**src/rtl/sleep_unit_mc_pkg.sv**
```systemverilog
// Shared types and register map for the multi-core sleep controller.
package sleep_unit_mc_pkg;

  localparam int unsigned REG_ADDR_W = 3;

  typedef enum logic [1:0] {StRun, StShutdown, StSleep, StWake} sleep_state_e;

  localparam logic [REG_ADDR_W-1:0] REG_CTRL     = 3'd0;
  localparam logic [REG_ADDR_W-1:0] REG_STATUS   = 3'd1;
  localparam logic [REG_ADDR_W-1:0] REG_ABORT    = 3'd2;
  localparam logic [REG_ADDR_W-1:0] REG_TIMEOUT  = 3'd3;
  localparam logic [REG_ADDR_W-1:0] REG_WAKE_DLY = 3'd4;

endpackage

```
**src/rtl/sleep_core_fsm.sv**
```systemverilog
// One sleep channel: RUN/SHUTDOWN/SLEEP/WAKE FSM with a shared phase counter.
module sleep_core_fsm
  import sleep_unit_mc_pkg::*;
#(
  parameter int unsigned CNT_WIDTH = 16
) (
  input  logic                 HCLK,
  input  logic                 HRESET,
  input  logic                 signal,
  input  logic                 busy,
  input  logic                 ctrl,
  input  logic [CNT_WIDTH-1:0] timeout,
  input  logic [CNT_WIDTH-1:0] wake_dly,
  output logic                 fetch_en,
  output logic                 clk_gate,
  output logic                 sleeping,
  output logic                 abort
);

  localparam logic [CNT_WIDTH-1:0] CntOne = CNT_WIDTH'(1);

  sleep_state_e         state_q, state_d;
  logic [CNT_WIDTH-1:0] cnt_q, cnt_d;
  logic                 to_hit;

  // Equality compare so a reprogrammed limit below the count wraps the counter.
  assign to_hit = (timeout != '0) && (cnt_q == timeout - CntOne);

  always_ff @(posedge HCLK) begin
    if (HRESET) begin
      state_q <= StRun;
      cnt_q   <= '0;
    end else begin
      state_q <= state_d;
      cnt_q   <= cnt_d;
    end
  end

  always_comb begin
    state_d = state_q;
    unique case (state_q)
      StRun:      if (ctrl && !signal) state_d = StShutdown;
      StShutdown: begin
        if (signal)      state_d = StRun;
        else if (!busy)  state_d = StSleep;
        else if (to_hit) state_d = StRun;
      end
      StSleep:    if (signal) state_d = (wake_dly != '0) ? StWake : StRun;
      StWake:     if (cnt_q == wake_dly - CntOne) state_d = StRun;
      default:    state_d = StRun;
    endcase

    if (state_d != state_q) begin
      cnt_d = '0;
    end else if (state_q == StShutdown || state_q == StWake) begin
      cnt_d = cnt_q + CntOne;
    end else begin
      cnt_d = '0;
    end
  end

  always_comb begin
    fetch_en = 1'b0;
    clk_gate = 1'b1;
    sleeping = 1'b0;
    abort    = 1'b0;
    unique case (state_q)
      StRun:      fetch_en = !(ctrl && !signal);
      StShutdown: abort = !signal && busy && to_hit;
      StSleep: begin
        clk_gate = signal;
        sleeping = 1'b1;
      end
      StWake:     ;
      default:    ;
    endcase
  end

endmodule

```
**src/rtl/sleep_unit_mc.sv**
```systemverilog
// APB register file for NB_CORES sleep channels plus per-core FSM instances.
module sleep_unit_mc
  import sleep_unit_mc_pkg::*;
#(
  parameter int unsigned APB_ADDR_WIDTH = 12,
  parameter int unsigned NB_CORES       = 4,
  parameter int unsigned CNT_WIDTH      = 16
) (
  input  logic                      HCLK,
  input  logic                      HRESET,
  input  logic [APB_ADDR_WIDTH-1:0] PADDR,
  input  logic [31:0]               PWDATA,
  input  logic                      PWRITE,
  input  logic                      PSEL,
  input  logic                      PENABLE,
  output logic [31:0]               PRDATA,
  output logic                      PREADY,
  output logic                      PSLVERR,
  input  logic [NB_CORES-1:0]       signal_i,
  input  logic [NB_CORES-1:0]       core_busy_i,
  output logic [NB_CORES-1:0]       fetch_en_o,
  output logic [NB_CORES-1:0]       clk_gate_core_o
);

  logic [NB_CORES-1:0]   ctrl_q, ctrl_d, abort_q, abort_d, sleeping, abort_set;
  logic [CNT_WIDTH-1:0]  timeout_q, timeout_d, wake_dly_q, wake_dly_d;
  logic [REG_ADDR_W-1:0] reg_idx;
  logic                  wr_en, rd_en;
  logic                  unused_apb;

  assign reg_idx    = PADDR[4:2];
  assign wr_en      = PSEL && PENABLE && PWRITE;
  assign rd_en      = PSEL && PENABLE && !PWRITE;
  assign PREADY     = 1'b1;
  assign PSLVERR    = 1'b0;
  assign unused_apb = ^{PADDR, PWDATA};

  always_ff @(posedge HCLK) begin
    if (HRESET) begin
      ctrl_q     <= '0;
      abort_q    <= '0;
      timeout_q  <= '0;
      wake_dly_q <= '0;
    end else begin
      ctrl_q     <= ctrl_d;
      abort_q    <= abort_d;
      timeout_q  <= timeout_d;
      wake_dly_q <= wake_dly_d;
    end
  end

  // Software writes override hardware clears; hardware abort sets override W1C.
  always_comb begin
    ctrl_d     = ctrl_q & ~(sleeping | signal_i | abort_set);
    abort_d    = abort_q;
    timeout_d  = timeout_q;
    wake_dly_d = wake_dly_q;
    if (wr_en) begin
      case (reg_idx)
        REG_CTRL:     ctrl_d     = PWDATA[NB_CORES-1:0];
        REG_ABORT:    abort_d    = abort_q & ~PWDATA[NB_CORES-1:0];
        REG_TIMEOUT:  timeout_d  = PWDATA[CNT_WIDTH-1:0];
        REG_WAKE_DLY: wake_dly_d = PWDATA[CNT_WIDTH-1:0];
        default:      ;
      endcase
    end
    abort_d = abort_d | abort_set;
  end

  always_comb begin
    PRDATA = '0;
    if (rd_en) begin
      case (reg_idx)
        REG_CTRL:     PRDATA = 32'(ctrl_q);
        REG_STATUS:   PRDATA = 32'(sleeping);
        REG_ABORT:    PRDATA = 32'(abort_q);
        REG_TIMEOUT:  PRDATA = 32'(timeout_q);
        REG_WAKE_DLY: PRDATA = 32'(wake_dly_q);
        default:      PRDATA = '0;
      endcase
    end
  end

  for (genvar i = 0; i < NB_CORES; i++) begin : g_core
    sleep_core_fsm #(
      .CNT_WIDTH(CNT_WIDTH)
    ) u_fsm (
      .HCLK     (HCLK),
      .HRESET   (HRESET),
      .signal   (signal_i[i]),
      .busy     (core_busy_i[i]),
      .ctrl     (ctrl_q[i]),
      .timeout  (timeout_q),
      .wake_dly (wake_dly_q),
      .fetch_en (fetch_en_o[i]),
      .clk_gate (clk_gate_core_o[i]),
      .sleeping (sleeping[i]),
      .abort    (abort_set[i])
    );
  end

endmodule

```
**config.mk**
```make
export PLATFORM = sky130hd
export DESIGN_NAME = sleep_unit_mc
export DESIGN_NICKNAME = d
export VERILOG_FILES = /design/src/rtl/sleep_unit_mc_pkg.sv /design/src/rtl/sleep_core_fsm.sv /design/src/rtl/sleep_unit_mc.sv
export SDC_FILE = /design/constraint.sdc
export NUM_CORES = 1
export LEC_CHECK = 0
export BUFFER_PORTS_ARGS = -buffer_cell sky130_fd_sc_hd__buf_2
export CORE_ASPECT_RATIO = 1.5
export CORE_MARGIN = 5
export CORE_UTILIZATION = 30
export CTS_CLUSTER_DIAMETER = 30
export DETAILED_ROUTE_END_ITERATION = 10
export PLACE_DENSITY = 0.51
export SYNTH_ARGS = -nofsm -noshare
export SYNTH_HDL_FRONTEND = slang
export SYNTH_SLANG_ARGS = --single-unit
```
**constraint.sdc**
```tcl
create_clock -name HCLK -period 10.1 [get_ports HCLK]
set_input_delay 1.515 -clock HCLK [delete_from_list [all_inputs] [get_ports HCLK]]
set_output_delay 1.515 -clock HCLK [all_outputs]
set_load 0.05 [all_outputs]
```
# --- After elaboration in Yosys (flattened, before gate mapping) ---
# Cells that the tools add are included.
word_totals:
  in_bits: 57
  elab_cells: 153
  output_inout_bits: 42
  reg_bits: 112
op_classes:
  eq_ne: 28
  n_mux: 51
  add_sub_neg: 6
  n_bitwise: 11
  n_reduce_logical: 45
ops:
  columns: ["op", "n"]
  rows:
  - ["$eq A16 B16 Y1", 8]
  - ["$pmux W16 S5", 1]
  - ["$add A16 B1 Y16 const B", 4]
  - ["$mux W2", 25]
  - ["$pmux W2 S4", 4]
  - ["$reduce_bool A16 Y1", 2]
  - ["$sub A16 B1 Y16 const B", 2]
  - ["$logic_and A1 B1 Y1", 19]
  - ["$eq A2 B2 Y1 const B", 8]
  - ["$mux W1", 16]
  - ["$mux W16", 1]
  - ["$mux W4", 4]
  - ["$or A4 B4 Y4", 3]
  - ["$reduce_or A3 Y1", 4]
  - ["$logic_not A1 Y1", 9]
  - ["$and A4 B4 Y4", 2]
  - ["$eq A2 B1 Y1 const B", 4]
  - ["$logic_not A2 Y1", 4]
  - ["$ne A2 B2 Y1", 4]
  - ["$not A4 Y4", 2]
  - ["$eq A3 B2 Y1 const B", 2]
  - ["$logic_or A1 B1 Y1", 4]
  - ["$not A1 Y1", 4]
  - ["$reduce_and A2 Y1", 2]
  - ["other kinds (3)", 3]

# --- Depth between registers and ports, before layout ---
depth:
  depth_word: 10
  ltp_mapped: 14
  mapped_depth_nobuf: 10

# --- Hierarchy ---
# Synthesis repeated with hierarchy kept, for this count alone.
unflattened:
  cells_unflattened: 1320
  area_unflattened_um2: 10278.6
by_module_without_submodules:
  columns: ["module", "n_inst", "area_per_inst_um2", "cells_each", "seq_area_each_um2"]
  rows:
  - ["sleep_core_fsm (g_core[0].u_fsm ...)", 3, 1995.7, 250, 360.3]
  - ["sleep_core_fsm (g_core[3].u_fsm)", 1, 2199.6, 304, 360.3]
  - ["sleep_unit_mc", 1, 2092.0, 266, 800.8]

# --- Least setup slack after synthesis ---
# OpenSTA, ideal clock, no wires.
synth_path:
  path_type: "input-to-output"
  start: "input port PADDR[2]"
  end: "output port PRDATA[7]"
  required_time_ns: 8.585
  cell_stages: 6
  t_arrival_ns: 3.366
  slack_ns: 5.219
  n_path_buf: 2
  cell_sequence: "clkbuf_1 nor2b_1 and2_1 clkbuf_1 a22oi_1 nor2_1"
synth_between:
  elab_chain_len: 3
  word_cells_on_any_way: 7
  cone_classes: "eq/ne (4); mux (2); reduce/logical (1)"
synth_lines:
  columns: ["element", "line_no", "source"]
  rows:
  - ["start: declaration", "sleep_unit_mc.sv:11", "input logic [APB_ADDR_WIDTH-1:0] PADDR,"]
  - ["$eq A3 B3 Y1 (tied with other cells)", "sleep_unit_mc.sv:73", "case (reg_idx)"]
  - ["$pmux W16 S5 (*)", "sleep_unit_mc.sv:73", null]
  - ["$mux W16 (*)", "sleep_unit_mc.sv:72", "if (rd_en) begin"]
  - ["end: declaration", "sleep_unit_mc.sv:16", "output logic [31:0] PRDATA,"]
# Mark *: on every way between the ends. The rest lies on a longest branch, timed or not.

# --- Final worst setup path ---
layout_path:
  start: "register wake_dly_q[0]"
  end: "register g_core[0].u_fsm.cnt_q[8]"
layout_between:
  elab_chain_len: 6
  word_cells_on_any_way: 9
  cone_classes: "add/sub (1); eq/ne (2); mux (4); reduce/logical (2)"
layout_lines:
  columns: ["element", "line_no", "source"]
  rows:
  - ["start: declaration", "sleep_unit_mc.sv:26", "logic [CNT_WIDTH-1:0] timeout_q, timeout_d, wake_dly_q, wake_dly_d;"]
  - ["start signal: assignment", "sleep_unit_mc.sv:48", "wake_dly_q <= wake_dly_d;"]
  - ["$sub A16 B1 Y16 or $reduce_bool A16 Y1 (tied branches)", "sleep_core_fsm.sv:49, sleep_core_fsm.sv:48", null]
  - ["$eq A16 B16 Y1 or $mux W2 (tied branches)", "sleep_core_fsm.sv:49, sleep_core_fsm.sv:48", null]
  - ["$mux W2, on equally long branches", "sleep_core_fsm.sv:49, sleep_core_fsm.sv:48", null]
  - ["$pmux W2 S4 (*)", "sleep_core_fsm.sv:41", "unique case (state_q)"]
  - ["$ne A2 B2 Y1 (*)", "sleep_core_fsm.sv:53", "if (state_d != state_q) begin"]
  - ["$reduce_or A3 Y1 (no source line) (*)", null, null]
  - ["end signal: assignment", "sleep_core_fsm.sv:35", "cnt_q <= cnt_d;"]
  - ["end: declaration", "sleep_core_fsm.sv:23", "logic [CNT_WIDTH-1:0] cnt_q, cnt_d;"]
# Marks and branches as above.
# A chain may end at the register's enable or synchronous reset.

==> reports/qor.yml <==
worst_setup_hold_path_clk_slew_ps: 80
syn_to_final_growth_pct: 6.13
rr_worst_depth: 10
max_stage_delay_ps: 890
start_util_pct: 30.2
num_rows: 79
tns_ps: 0
grt_pass1_vias: 8467
finalCriticalPeriod_ps: 4910
r2r_end: "g_core[0].u_fsm.cnt_q[8]$_SDFF_PP0_"
tightest_slew_ps: 1140
p_leak_nw: 3.44
cts_resized: 0
crit_fanout: 16
drv_slew: 0
synth_warnings: 0
first_iter_violations: 709
drt-total-wl_mm: 34.8
antenna_found_initial: 0
synth.top_cell.area_share_pct: 24.1
port_buffers: 55
finalHoldViolCount: 0
crit_family: "simple AND/OR/NAND/NOR gates"
synth-edff-count: 0
power_w: 0.000936
path_class: "register to register"
clk_latency_ps: 410
power_frac_seq_pct: 47.6
grt_pass1_wl_mm: 51.8
fin_util_pct: 32.1
crit_path_top_delay_cell: "nor4_1"
required_ps: 10360
htreeDepth: 3
postRouteAntennaNets: 0
cts_tree: "done"
worstPathCellList: "inv_1, ha_1, or3b_2, nor4_1, xnor2_1, xnor2_1, or4_1, nor4_1, a2111o_1, nor2_1"
avgViaCountPerCell: 5.55
cp.arrival_ps: 5180
p_clk_share_pct: 40.1
async_reset_ff_share_pct: 0
rsz0062_at_grt: "no"
finalSetupViolCount: 0
wire_per_inst_um: 21.8
nets: 1249
n_antenna_cell: 0
hpwl_mm: 26.7
cts_buffer_depth: 2
hold_class: "register to register"
synthTopCellsByArea: "dfxtp_1 24%, xnor2_1 9.2%, xor2_1 6.8%"
ys_types: 84
p_sw_w: 0.000283
grt_max_degree: 52
crit_path_end_kind: "register"
rrSetupSlack_ps: 5190
routabilityCongestion: 0.955
fillers: 3371
hold_depth: 2
swShare_pct: 30.2
layout-drive-gt1-share_pct: 10.8
cts_buffers: 9
synthFlopType: "dfxtp_1"
dr_total_vias: 8857
root_buffer: "clkbuf_16"
synth_common_cells: "122 x nand2_1, 116 x nor2_1, 112 x dfxtp_1, 98 x xnor2_1, 91 x clkbuf_1"
p_int_w: 0.000654
io_pins: 99
synth_most_common_cell: "nand2_1"
r2r_start: "wake_dly_q[0]$_SDFFE_PP0P_"
ys_seq_area_share_pct: 24.1
syn_area_per_cell_um2: 7.57
core_mm2: 0.0308
combPwrFrac_pct: 12.3
cap_violations: 0
die_y_um: 226
overflow: 0
max_freq_mhz: 204
min_to: "abort_q[2]$_SDFF_PP0_"
syn_inst: 1232
cts_hold_buf: 0
grt_usage_pct: 19.8
status: "finished clean"
clock-sinks: 112
fin_crit_sh_pct: 48.6
hp-start: "abort_q[2]$_SDFF_PP0_"
cts_setup_buffers: 0
yosysTopAreaCell: "dfxtp_1"
p_per_area_mw_per_mm2: 94.7
finClkSkew_ps: 12.7
die_area_mm2: 0.0348
drc: 0
dieWidth_um: 154
path_buf_inv: 1
slew_headroom_pct: 23.5
peakVddDrop_mv: 0.0834
drt-pass1-iter-count: 5
start_kind: "register"
syn_area_mm2: 0.00932
critPathLaunch: "wake_dly_q[0]$_SDFFE_PP0P_"
synth-seq-cells: 112
==> state kept, by name, summed over array words and instances, names as in the netlist <==
name	cells
abort_q	4
ctrl_q	4
g_core.u_fsm.state_q	8
timeout_q	16
g_core.u_fsm.cnt_q	64
wake_dly_q	16
==> per-stage QoR <==
step	cells	hold WS (ps)	cell area, um2	setup WS (ps)
2_1_floorplan	1248	447	9380	5220
3_3_place_gp	1580	469	9590	5310
3_5_place_dp	1580	481	9590	5310
4_1_cts	1596	492	9890	5300
5_1_grt	1596	532	9890	4860
6_report	1596	490	9890	5190
==> worst reg2reg max path, stage by stage (launching register included) <==
cell and delay, ps:
dfxtp_1 530, inv_1 160, ha_1 350, or3b_2 600
nor4_1 890, xnor2_1 220, xnor2_1 170, or4_1 560
nor4_1 450, a2111o_1 720, nor2_1 130
==> worst max-delay path by stage <==
stage,to,depth (start not counted)
floorplan,PRDATA[7],6
global placement,g_core[3].u_fsm.cnt_q[2]$_SDFF_PP0_,8
detailed placement,g_core[0].u_fsm.cnt_q[8]$_SDFF_PP0_,10
CTS,g_core[3].u_fsm.cnt_q[5]$_SDFF_PP0_,10
global route,g_core[3].u_fsm.cnt_q[5]$_SDFF_PP0_,8
finish,g_core[0].u_fsm.cnt_q[8]$_SDFF_PP0_,10
==> power groups by stage <==
stage	logic (W)	registers (W)	clock network (W)
4_1_cts	0.000114	0.000445	0.000389
3_3_place_gp	0.000113	0.000456	0
6_report	0.000116	0.000445	0.000376
2_1_floorplan	0.0000874	0.000453	0
3_5_place_dp	0.000113	0.000456	0
5_1_grt	0.000122	0.000446	0.000401
==> cell usage in the layout (no fill, tap or decap), drive strengths merged, types with 4 or more instances in the layout <==
cell type,n
a31oi,4
a2111oi,14
and3,22
o31a,4
nand4b,4
o22a,7
nor3b,10
conb,18
xnor2,98
ha,6
clkbuf,9
buf,74
mux2i,4
nand3,48
mux2,4
nand2,122
o21a,4
o211ai,6
inv,39
a32oi,5
nor4,24
nor2b,18
or2,10
nor3,49
or3,14
a21oi,57
a211oi,6
xor2,72
xnor3,16
o2111ai,8
nor2,126
or4,16
and2,6
a311oi,4
dfxtp,112
o21ai,35
a22oi,22
nand2b,9
nand4,26
==> metal layers <==
layer / GRT usage (%) / vias up / share of wire (%) / routed length, um
met3: 3.16 / 125 / 5.3 / 1850
li1: - / 4187 / - / -
met1: 21.4 / 4184 / 38 / 13100
met4: 13.8 / 0 / 7.2 / 2520
met5: 0 / - / 0 / 0
met2: 35.3 / 361 / 50 / 17300
==> area by class of cell <==
class | instances | area [um2] | area share [%]
sequential | 112 | 2240 | 22.7
timing repair buffer | 74 | 418 | 4.22
inverter | 35 | 131 | 1.33
clock inverter | 7 | 73.8 | 0.746
clock buffer | 9 | 225 | 2.28
tap | 405 | 507 | 5.12
multi-input combinational | 954 | 6300 | 63.6
==> cells by family after synthesis <==
logic type      synth area share, %
simple gates                   28.6
compound gates                 16.4
xor+xnor                       20.1
buf+inv                        9.05
flops                          24.1
mux                           0.913
fa+ha+maj                     0.805
other cells                  0.0806
No activity file was read; power rests on OpenSTA's default activity.
